`src/rtl/pe_d_seq_ctrl_pkg.sv`:
```
// Shared definitions for the diagonal-PE chain sequencer: FSM states,
// PE control bundle and counter sizing helper.
package pe_d_seq_ctrl_pkg;

    typedef enum logic [2:0] {
        ST_IDLE    = 3'd0,
        ST_PRIME   = 3'd1,
        ST_COMPUTE = 3'd2,
        ST_DRAIN   = 3'd3,
        ST_EJECT   = 3'd4,
        ST_DONE    = 3'd5
    } state_e;

    typedef struct packed {
        logic en_in;
        logic en_psum;
        logic ifmap_sel;
        logic eject;
    } pe_ctrl_t;

    localparam pe_ctrl_t PE_IDLE  = '{en_in: 1'b0, en_psum: 1'b0, ifmap_sel: 1'b0, eject: 1'b0};
    localparam pe_ctrl_t PE_MAC   = '{en_in: 1'b1, en_psum: 1'b1, ifmap_sel: 1'b1, eject: 1'b0};
    localparam pe_ctrl_t PE_DRAIN = '{en_in: 1'b1, en_psum: 1'b1, ifmap_sel: 1'b0, eject: 1'b0};
    localparam pe_ctrl_t PE_EJECT = '{en_in: 1'b0, en_psum: 1'b0, ifmap_sel: 1'b0, eject: 1'b1};

    // Width needed to hold values 0..n-1, never less than one bit.
    function automatic int unsigned cnt_w(input int unsigned n);
        return (n < 2) ? 1 : $clog2(n);
    endfunction

endpackage

```
`src/rtl/pe_d_seq_ctrl_if.sv`:
```
// Scheduler/PE-chain side signals of the sequencer; slave = sequencer view.
interface pe_d_seq_ctrl_if #(
    parameter int unsigned AW = 10,
    parameter int unsigned KW = 10
);
    logic          start;
    logic          abort;
    logic [KW-1:0] cfg_k_len;
    logic [AW-1:0] cfg_base_addr;
    logic          out_ready;
    logic          bram_en;
    logic [AW-1:0] bram_addr;
    logic          en_in;
    logic          en_psum;
    logic          en_out;
    logic          ifmap_sel_ctrl;
    logic          output_eject_ctrl;
    logic          out_valid;
    logic          busy;
    logic          done;

    modport master (
        output start, abort, cfg_k_len, cfg_base_addr, out_ready,
        input  bram_en, bram_addr, en_in, en_psum, en_out, ifmap_sel_ctrl,
               output_eject_ctrl, out_valid, busy, done
    );

    modport slave (
        input  start, abort, cfg_k_len, cfg_base_addr, out_ready,
        output bram_en, bram_addr, en_in, en_psum, en_out, ifmap_sel_ctrl,
               output_eject_ctrl, out_valid, busy, done
    );
endinterface

```
`src/rtl/pe_d_seq_ctrl_step_counter.sv`:
```
// Loadable down-counter with enable; saturates at zero and flags it.
module pe_d_seq_ctrl_step_counter #(
    parameter int unsigned W = 4
) (
    input  logic         clk,
    input  logic         rst,
    input  logic         load_i,
    input  logic         en_i,
    input  logic [W-1:0] load_val_i,
    output logic         zero_o
);
    logic [W-1:0] count_q, count_d;

    always_comb begin
        count_d = count_q;
        if (load_i)
            count_d = load_val_i;
        else if (en_i && count_q != '0)
            count_d = count_q - 1'b1;
    end

    always_ff @(posedge clk or negedge rst) begin
        if (!rst) count_q <= '0;
        else      count_q <= count_d;
    end

    assign zero_o = (count_q == '0);
endmodule

```
`src/rtl/pe_d_seq_ctrl.sv`:
```
// Output-stationary tile sequencer for one diagonal-PE chain:
// prime the ifmap BRAM, K MAC cycles, skew drain, then eject N_PE psums.
module pe_d_seq_ctrl
    import pe_d_seq_ctrl_pkg::*;
#(
    parameter int unsigned N_PE = 16,
    parameter int unsigned AW   = 10,
    parameter int unsigned KW   = 10
) (
    input  logic            clk,
    input  logic            rst,
    pe_d_seq_ctrl_if.slave  ctrl
);
    localparam int unsigned CW = (KW > cnt_w(N_PE)) ? KW : cnt_w(N_PE);
    localparam int unsigned EW = cnt_w(N_PE);

    state_e        state_q;
    pe_ctrl_t      pe_q;
    logic [KW-1:0] k_len_q;
    logic [AW-1:0] addr_q;
    logic          out_valid_q;
    logic          busy_q;
    logic          done_q;

    logic          step_load, step_en, step_zero;
    logic [CW-1:0] step_val;
    logic          ej_load, ej_en, ej_zero;
    logic          bram_en;

    // One counter times both COMPUTE (K) and DRAIN (N_PE-1); reloaded on the last MAC cycle.
    always_comb begin
        step_load = 1'b0;
        step_en   = 1'b0;
        step_val  = '0;
        ej_load   = 1'b0;
        ej_en     = 1'b0;
        case (state_q)
            ST_PRIME: begin
                step_load = 1'b1;
                step_val  = CW'(k_len_q) - CW'(1);
            end
            ST_COMPUTE: begin
                if (!step_zero) begin
                    step_en = 1'b1;
                end else if (N_PE > 1) begin
                    step_load = 1'b1;
                    step_val  = CW'(N_PE - 2);
                end else begin
                    ej_load = 1'b1;
                end
            end
            ST_DRAIN: begin
                if (step_zero) ej_load = 1'b1;
                else           step_en = 1'b1;
            end
            ST_EJECT: ej_en = ctrl.out_ready;
            default: ;
        endcase
    end

    pe_d_seq_ctrl_step_counter #(.W(CW)) u_step_cnt (
        .clk        (clk),
        .rst        (rst),
        .load_i     (step_load),
        .en_i       (step_en),
        .load_val_i (step_val),
        .zero_o     (step_zero)
    );

    pe_d_seq_ctrl_step_counter #(.W(EW)) u_eject_cnt (
        .clk        (clk),
        .rst        (rst),
        .load_i     (ej_load),
        .en_i       (ej_en),
        .load_val_i (EW'(N_PE - 1)),
        .zero_o     (ej_zero)
    );

    always_ff @(posedge clk or negedge rst) begin
        if (!rst) begin
            state_q     <= ST_IDLE;
            pe_q        <= PE_IDLE;
            k_len_q     <= '0;
            addr_q      <= '0;
            out_valid_q <= 1'b0;
            busy_q      <= 1'b0;
            done_q      <= 1'b0;
        end else if (ctrl.abort && state_q != ST_IDLE) begin
            state_q     <= ST_IDLE;
            pe_q        <= PE_IDLE;
            addr_q      <= '0;
            out_valid_q <= 1'b0;
            busy_q      <= 1'b0;
            done_q      <= 1'b0;
        end else begin
            done_q <= 1'b0;
            case (state_q)
                ST_IDLE: begin
                    if (ctrl.start) begin
                        k_len_q <= ctrl.cfg_k_len;
                        addr_q  <= ctrl.cfg_base_addr;
                        busy_q  <= 1'b1;
                        if (ctrl.cfg_k_len != '0) begin
                            state_q <= ST_PRIME;
                        end else begin
                            state_q <= ST_DONE;
                            done_q  <= 1'b1;
                        end
                    end
                end
                ST_PRIME: begin
                    state_q <= ST_COMPUTE;
                    pe_q    <= PE_MAC;
                    addr_q  <= addr_q + 1'b1;
                end
                ST_COMPUTE: begin
                    if (!step_zero) begin
                        addr_q <= addr_q + 1'b1;
                    end else if (N_PE > 1) begin
                        state_q <= ST_DRAIN;
                        pe_q    <= PE_DRAIN;
                    end else begin
                        state_q     <= ST_EJECT;
                        pe_q        <= PE_EJECT;
                        out_valid_q <= 1'b1;
                    end
                end
                ST_DRAIN: begin
                    if (step_zero) begin
                        state_q     <= ST_EJECT;
                        pe_q        <= PE_EJECT;
                        out_valid_q <= 1'b1;
                    end
                end
                ST_EJECT: begin
                    if (ctrl.out_ready && ej_zero) begin
                        state_q     <= ST_DONE;
                        pe_q        <= PE_IDLE;
                        out_valid_q <= 1'b0;
                        done_q      <= 1'b1;
                    end
                end
                ST_DONE: begin
                    state_q <= ST_IDLE;
                    busy_q  <= 1'b0;
                    addr_q  <= '0;
                end
                default: state_q <= ST_IDLE;
            endcase
        end
    end

    // Read enable is decoded from state and the registered counter: the last MAC cycle issues no read.
    assign bram_en                = (state_q == ST_PRIME) || (state_q == ST_COMPUTE && !step_zero);
    assign ctrl.bram_en           = bram_en;
    assign ctrl.bram_addr         = bram_en ? addr_q : '0;
    assign ctrl.en_in             = pe_q.en_in;
    assign ctrl.en_psum           = pe_q.en_psum;
    assign ctrl.ifmap_sel_ctrl    = pe_q.ifmap_sel;
    assign ctrl.output_eject_ctrl = pe_q.eject;
    assign ctrl.out_valid         = out_valid_q;
    assign ctrl.en_out            = out_valid_q & ctrl.out_ready;
    assign ctrl.busy              = busy_q;
    assign ctrl.done              = done_q;
endmodule

```
`src/flat_wrapper.sv`:
```
// flat-port wrapper written by rule: the top's interface ports become plain ports
module pe_d_seq_ctrl_flat import pe_d_seq_ctrl_pkg::*;
#(
    parameter int unsigned N_PE = 16,
    parameter int unsigned AW   = 10,
    parameter int unsigned KW   = 10
)
  (clk, rst, ctrl_start, ctrl_abort, ctrl_cfg_k_len, ctrl_cfg_base_addr, ctrl_out_ready, ctrl_bram_en, ctrl_bram_addr, ctrl_en_in, ctrl_en_psum, ctrl_en_out, ctrl_ifmap_sel_ctrl, ctrl_output_eject_ctrl, ctrl_out_valid, ctrl_busy, ctrl_done);
  pe_d_seq_ctrl_if #(.AW(AW), .KW(KW)) ctrl_i ();
  input  logic clk;
  input  logic rst;
  input wire logic [$bits(ctrl_i.start)-1:0] ctrl_start;
  input wire logic [$bits(ctrl_i.abort)-1:0] ctrl_abort;
  input wire logic [$bits(ctrl_i.cfg_k_len)-1:0] ctrl_cfg_k_len;
  input wire logic [$bits(ctrl_i.cfg_base_addr)-1:0] ctrl_cfg_base_addr;
  input wire logic [$bits(ctrl_i.out_ready)-1:0] ctrl_out_ready;
  output wire logic [$bits(ctrl_i.bram_en)-1:0] ctrl_bram_en;
  output wire logic [$bits(ctrl_i.bram_addr)-1:0] ctrl_bram_addr;
  output wire logic [$bits(ctrl_i.en_in)-1:0] ctrl_en_in;
  output wire logic [$bits(ctrl_i.en_psum)-1:0] ctrl_en_psum;
  output wire logic [$bits(ctrl_i.en_out)-1:0] ctrl_en_out;
  output wire logic [$bits(ctrl_i.ifmap_sel_ctrl)-1:0] ctrl_ifmap_sel_ctrl;
  output wire logic [$bits(ctrl_i.output_eject_ctrl)-1:0] ctrl_output_eject_ctrl;
  output wire logic [$bits(ctrl_i.out_valid)-1:0] ctrl_out_valid;
  output wire logic [$bits(ctrl_i.busy)-1:0] ctrl_busy;
  output wire logic [$bits(ctrl_i.done)-1:0] ctrl_done;
  assign ctrl_i.start = ctrl_start;
  assign ctrl_i.abort = ctrl_abort;
  assign ctrl_i.cfg_k_len = ctrl_cfg_k_len;
  assign ctrl_i.cfg_base_addr = ctrl_cfg_base_addr;
  assign ctrl_i.out_ready = ctrl_out_ready;
  assign ctrl_bram_en = ctrl_i.bram_en;
  assign ctrl_bram_addr = ctrl_i.bram_addr;
  assign ctrl_en_in = ctrl_i.en_in;
  assign ctrl_en_psum = ctrl_i.en_psum;
  assign ctrl_en_out = ctrl_i.en_out;
  assign ctrl_ifmap_sel_ctrl = ctrl_i.ifmap_sel_ctrl;
  assign ctrl_output_eject_ctrl = ctrl_i.output_eject_ctrl;
  assign ctrl_out_valid = ctrl_i.out_valid;
  assign ctrl_busy = ctrl_i.busy;
  assign ctrl_done = ctrl_i.done;
  pe_d_seq_ctrl #(.N_PE(N_PE), .AW(AW), .KW(KW)) u_core (.clk(clk), .rst(rst), .ctrl(ctrl_i));
endmodule
```
`config.mk`:
```
export PLATFORM = sky130hd
export DESIGN_NAME = pe_d_seq_ctrl_flat
export DESIGN_NICKNAME = d
export VERILOG_FILES = /design/src/rtl/pe_d_seq_ctrl_pkg.sv /design/src/rtl/pe_d_seq_ctrl_if.sv /design/src/rtl/pe_d_seq_ctrl_step_counter.sv /design/src/rtl/pe_d_seq_ctrl.sv /design/src/flat_wrapper.sv
export SDC_FILE = /design/constraint.sdc
export NUM_CORES = 1
export LEC_CHECK = 0
export CAP_MARGIN = 5
export CELL_PAD_IN_SITES_DETAIL_PLACEMENT = 1
export CELL_PAD_IN_SITES_GLOBAL_PLACEMENT = 2
export CORE_ASPECT_RATIO = 0.8
export CORE_MARGIN = 1.5
export CORE_UTILIZATION = 35
export CTS_CLUSTER_DIAMETER = 60
export DETAILED_ROUTE_END_ITERATION = 16
export PLACE_DENSITY = 0.95
export SLEW_MARGIN = 20
export SYNTH_ARGS = -nofsm -noshare
export SYNTH_HDL_FRONTEND = slang
export SYNTH_HIERARCHICAL = 1
export SYNTH_SLANG_ARGS = --single-unit
```
`constraint.sdc`:
```
create_clock -name clk -period 8.82 [get_ports clk]
set_clock_uncertainty 0.2 [all_clocks]
set_input_delay 1.323 -clock clk [delete_from_list [all_inputs] [get_ports clk]]
set_output_delay 1.323 -clock clk [all_outputs]
set_load 0.05 [all_outputs]
```
==> flow_summary.toml, run 1 <==
[drt]
wl_per_cell_um = 16.5
vias = 2537
drt-total-wl_um = 7710
ant_nets = 0
drtIter0Drc = 108
vias_per_cell = 5.44
drc_errors = 0
first_pass_iters = 4

[finish]
drive_gt1_share_pct = 10.6
final_cells = 466
fillers = 922
antenna_cells = 0
syn_to_final_growth_pct = 21.7
finalNetCount = 386

[clock_network]
htreeDepth = 2
cts_tree = "done"
cts.sinks = 43
clkTransAtPathRegs_ns = 0.09
cts_buffer_depth = 2
clock_latency_ns = 0.30
cts-resized-gates = 0
post_cts_buffers = 0
ctsHoldBuffers = 0
root_buffer = "clkbuf_8"
cts_buffers = 5

[floorplanning]
rows = 29
coreArea_um2 = 7870
fp.dieArea_um2 = 8640
start_util_pct = 35.9
io_pins = 44
fp.dieH_um = 83.4
dieWidth_um = 104

[setup_path]
critPathArrivalTime_ns = 3.46
critPathMaxStageDelay_ns = 0.81
r2r_setup_slack_ns = 5.62
critical_path_class = "register to primary output"
crit_fanout = 11
required_ns = 7.30
critPathLaunchType = "register"
slowest_stage = "clkdlybuf4s50_1"
cp_common_cell = "inv_1"
end_kind = "primary output"
rr_endpoint = "u_core/u_step_cnt/count_q[7]"
worstPathCellList = "inv_1, ha_1, nand2b_1, or3_1, inv_1, or3b_4, a21oi_1, and2_1, clkdlybuf4s50_1"
r2r_cells = 10
reg2reg_from = "u_core/u_step_cnt/count_q[0]"

[synthesis]
synth_top_area_share_pct = 38.0
synth_top_family_by_area = "simple AND/OR/NAND/NOR gates"
synthDistinctLibCells = 62
synthMuxAreaShare_pct = 5.13
synth_xor_area_share_pct = 3.71
ys_dominant_reg_cell = "dfrtp_1"
synth_edf_count = 0
netlist.top_cell.by_area = "dfrtp_1"
synth-simple-area-share_pct = 25.6
synth_warnings = 6
synth_compound_gate_area_share_pct = 20.5
syn_avg_cell_area_um2 = 8.93
yosys-top-cells-area = "dfrtp_1, mux2_2, nand2_1, o21ai_0, xor2_1"
ys_seq_elements = 43
synth_common_cells = "dfrtp_1, nand2_1, o21ai_0"
synth_adder_area_share_pct = 1.77
synth_area_um2 = 2830
netlist_instances = 317
ys_async_sr_fraction_pct = 100
ys_seq_area_share_pct = 38.0
yosysMostFrequentCell = "dfrtp_1"

[global_route]
grt_pass1_vias = 2593
grt_pass1_wl_um = 13000
antenna_found_initial = 0
grt_overflow_total = 0
grt_max_degree = 44
grtUsageTotal_pct = 18.5

[hold_path]
min_from = "u_core/k_len_q[9]"
hold_path.class = "register to register"
min_to = "u_core/k_len_q[9]"
min_path_cells = 1

[timing]
period_share_pct = 56.5
setup_viol_count_final = 0
grt_setup_unrepaired = "no"
tns_ns = 0
drv_slew = 0
fmax_mhz = 201
slew_headroom_pct = 47.3
layout_min_cycle_time_ns = 4.99
hold_viol = 0
tightest_slew_ns = 0.790

[power_and_ir_drop]
p_leak_nw = 1.39
powerDensity_nw_per_um2 = 337
ir_drop_uv = 114

[job]
cap_violations = 0

[placement]
finalWeightedCongestion = 0.820
placed_cells = 458
hpwlAfterDp_um = 5640
port_buffers = 43

[outcome]
status = "complete, no violations"
[where the power goes]
group	leakage [nW]	internal [W]	switching, W	total, W
Sequential	0.547	0.000277	0.000108	0.000385
Combinational	0.784	0.000247	0.000364	0.000612
Clock	0.0612	0.0000918	0.0000729	0.000165
Total	1.39	0.000616	0.000546	0.00116
[state kept, by name (all words and copies together), names as in the netlist]
| register | count |
|---|---|
| u_core/u_step_cnt/count_q | 10 |
| u_core/ctrl.busy | 1 |
| u_core/ctrl.out_valid | 1 |
| u_core/ctrl.output_eject_ctrl | 1 |
| u_core/ctrl.en_in | 1 |
| u_core/addr_q | 10 |
| u_core/ctrl.done | 1 |
| u_core/ctrl.ifmap_sel_ctrl | 1 |
| u_core/u_eject_cnt/count_q | 4 |
| u_core/k_len_q | 10 |
| u_core/state_q | 3 |
[cells in the final DEF (no fill, tap or decap), types with 8 or more instances in the layout]
cell	n
mux2_2	12
a22oi_1	8
nor2_1	19
o21ai_0	22
dfrtp_1	43
and2_1	11
nor3_1	14
nand2_1	33
a21oi_1	16
clkdlybuf4s50_1	42
xor2_1	10
inv_1	16
nand3_1	8
[cell type report]
type | count | area [um^2] | area share (%)
Clock buffer | 6 | 82.6 | 2.40
Clock inverter | 2 | 35.0 | 1.02
Inverter | 16 | 60.1 | 1.74
Multi-Input combinational cell | 247 | 1620 | 47.0
Sequential cell | 43 | 1080 | 31.2
Tap cell | 108 | 135 | 3.92
Timing Repair Buffer | 44 | 435 | 12.6
[worst max-delay path: cells and delay by family, from the launching register on]
family | cells | cell delay [ns]
AO/OA/AOI/OAI | 1 | 0.56
adder cells (fa/ha/maj) | 1 | 0.24
buffers and inverters | 3 | 0.98
flip-flops | 1 | 0.40
AND/OR/NAND/NOR | 4 | 0.98
[cell families after synthesis]
group	count (synthesis)
simple gates	130
fa+ha+maj	4
other cells	1
compound gates	84
xor+xnor	12
flops	43
buf+inv	30
mux	13
[per-stage QoR]
step / worst slack, ns / hold slack, ns / total power, W / cell area (um^2) / utilization, %
3_5_place_dp: 4.15 / 0.310 / 0.000995 / 3320 / 42.2
4_1_cts: 3.76 / 0.334 / 0.00117 / 3440 / 43.7
5_1_grt: 3.58 / 0.360 / 0.00125 / 3440 / 43.7
3_3_place_gp: 4.29 / 0.289 / 0.000966 / 3320 / 42.2
6_report: 3.83 / 0.330 / 0.00116 / 3440 / 43.7
2_1_floorplan: 4.97 / 0.301 / 0.000820 / 2840 / -
[how the worst max path moves through the flow]
stage | start | end | slack, ns | cells after the start
4_1_cts | u_core/u_step_cnt/count_q[0] | ctrl_bram_addr[2] | 3.76 | 9
2_1_floorplan | u_core/u_step_cnt/count_q[0] | ctrl_bram_addr[0] | 4.97 | 9
3_3_place_gp | u_core/u_step_cnt/count_q[0] | ctrl_bram_addr[9] | 4.29 | 9
5_1_grt | u_core/u_step_cnt/count_q[0] | ctrl_bram_addr[2] | 3.58 | 9
3_5_place_dp | u_core/u_step_cnt/count_q[0] | ctrl_bram_addr[2] | 4.15 | 9
6_report | u_core/u_step_cnt/count_q[0] | ctrl_bram_addr[9] | 3.83 | 9
[routing by layer]
layer  share of wire (%)  vias up  routed length, um  track usage, %
met4                 1.0        0                 80            4.42
met2                  45       51               3510            28.7
met3                 3.3        7                253            3.53
met1                  50     1258               3870            26.7
li1                    -     1221                  -               -
met5                   0        -                  0               0
No activity file was read; power rests on OpenSTA's default activity.
==> run 2: changes to the inputs <==
CORE_UTILIZATION = 33   (was 35)
PLACE_DENSITY = 0.91   (was 0.95)
clock period = 4.9 ns   (was 8.82 ns; I/O delays follow)
==> flow_summary.toml, run 2 (synthesis gave the netlist of run 1 again) <==
[clock_network]
htreeDepth = 2
clkTransAtPathRegs_ns = 0.08
cts_buffer_depth = 2
ctsHoldBuffers = 0
clock_latency_ns = 0.29
cts_buffers = 5
cts-resized-gates = 0
cts_tree = "done"
post_cts_buffers = 0
root_buffer = "clkbuf_8"
cts.sinks = 43

[power_and_ir_drop]
p_leak_nw = 1.37
clockPowerShare_pct = 11.4
p_seq_share_pct = 34.7
p_int_w = 0.00104
combPwrFrac_pct = 53.9
power_w = 0.00201
ir_drop_uv = 182
switching_share_pct = 48.3
powerDensity_nw_per_um2 = 590
p_switching_w = 0.000972

[setup_path]
required_ns = 3.96
end_kind = "primary output"
crit_fanout = 11
r2r_setup_slack_ns = 1.72
critPathArrivalTime_ns = 3.44
critical_path_class = "register to primary output"
critPathLaunchType = "register"

[finish]
fin_area_um2 = 3420
fillers = 1020
drive_gt1_share_pct = 10.3
top_regs = "u_core/addr_q (10), u_core/k_len_q (10), u_core/u_step_cnt/count_q (10)"
final_cell_mix = "dfrtp_1, clkdlybuf4s50_1, nand2_1"
mostFrequentLayoutCell = "dfrtp_1"
syn_to_final_growth_pct = 20.7
finalNetCount = 386
antenna_cells = 0

[drt]
wl_per_cell_um = 16.5
vias_per_cell = 5.41
drt-total-wl_um = 7770
vias = 2543
first_pass_iters = 4
drtIter0Drc = 119
ant_nets = 0
drc_errors = 0

[timing]
drv_slew = 0
setup_ws_ns = 0.520
slew_headroom_pct = 47.9
hold_viol = 0
grt_setup_unrepaired = "no"
setup_viol_count_final = 0
layout_min_cycle_time_ns = 4.38
fmax_mhz = 228
tightest_slew_ns = 0.782
tns_ns = 0
period_share_pct = 89.4

[outcome]
status = "complete, no violations"

[global_route]
grt_pass1_vias = 2623
grt_pass1_wl_um = 13200
antenna_found_initial = 0
grt_overflow_total = 0
grtUsageTotal_pct = 18.1
grt_max_degree = 44

[floorplanning]
io_pins = 44
coreArea_um2 = 8410
fp.dieH_um = 85.8
fp.dieArea_um2 = 9140
start_util_pct = 33.7
rows = 30
dieWidth_um = 107

[hold_path]
hold_path.class = "primary input to async pin"

[placement]
hpwlAfterDp_um = 5780
finalWeightedCongestion = 0.784
place_area_um2 = 3330
post-place-ws_ns = 0.778
port_buffers = 43

[job]
cap_violations = 0
## run 2: cell types whose count changed in the layout (fill, tap and decap cells not counted), sizes merged
cell	delta
bufinv	-1
clkinvlp	+1
## run 2: routing by layer
layer | track usage (%) | wire length (um) | up-vias
li1 | - | - | 1232
met1 | 26.7 | 3950 | 1258
met2 | 27.6 | 3520 | 44
met3 | 3.04 | 232 | 9
met4 | 4.24 | 67 | 0
met5 | 0 | 0 | -
## run 2: worst max-delay path: stages (launching register included)
cell and delay (ns):
dfrtp_1 0.40, inv_1 0.06, ha_1 0.21, nand2b_1 0.16
or3_1 0.17, inv_1 0.12, or3b_4 0.42, a21oi_1 0.57
and2_1 0.24, clkdlybuf4s50_1 0.80
## run 2: final cells by class
cell class / count / area, um^2 / share of cell area [%]
multi-input cells: 247 / 1620 / 47.4
flip-flops and latches: 43 / 1080 / 31.5
repair buffers: 44 / 435 / 12.7
well taps: 112 / 140 / 4.10
clock buffers: 6 / 72.6 / 2.12
inverters: 16 / 60.1 / 1.76
clock inverters: 2 / 12.5 / 0.366
## run 2: power groups by stage
| stage | clock network (W) | registers [W] | logic [W] |
|---|---|---|---|
| global route | 0.000252 | 0.000731 | 0.00119 |
| CTS | 0.000241 | 0.000699 | 0.00109 |
| floorplan | 0 | 0.000681 | 0.000794 |
| global placement | 0 | 0.000691 | 0.00105 |
| detailed placement | 0 | 0.000705 | 0.00109 |
| finish | 0.000229 | 0.000699 | 0.00109 |
## run 2: final timing paths
path / from / endpoint / depth (start not counted)
setup reg to reg: u_core/u_step_cnt/count_q[6] / u_core/u_step_cnt/count_q[9] / 9
min in group clk: u_core/ctrl.ifmap_sel_ctrl / u_core/ctrl.ifmap_sel_ctrl / 1
hold / removal: rst / u_core/u_step_cnt/count_q[9] / 1
setup / recovery: u_core/u_step_cnt/count_q[0] / ctrl_bram_addr[3] / 9
max in group asynchronous: rst / u_core/u_step_cnt/count_q[3] / 1
hold reg to reg: u_core/ctrl.ifmap_sel_ctrl / u_core/ctrl.ifmap_sel_ctrl / 1
## run 2: through the flow
step                hold WS, ns  instances  util, %
floorplan                 0.239        320        -
global placement          0.292        462     39.6
detailed placement        0.311        462     39.6
CTS                       0.335        470     40.6
global route              0.270        470     40.6
finish                    0.239        470     40.6
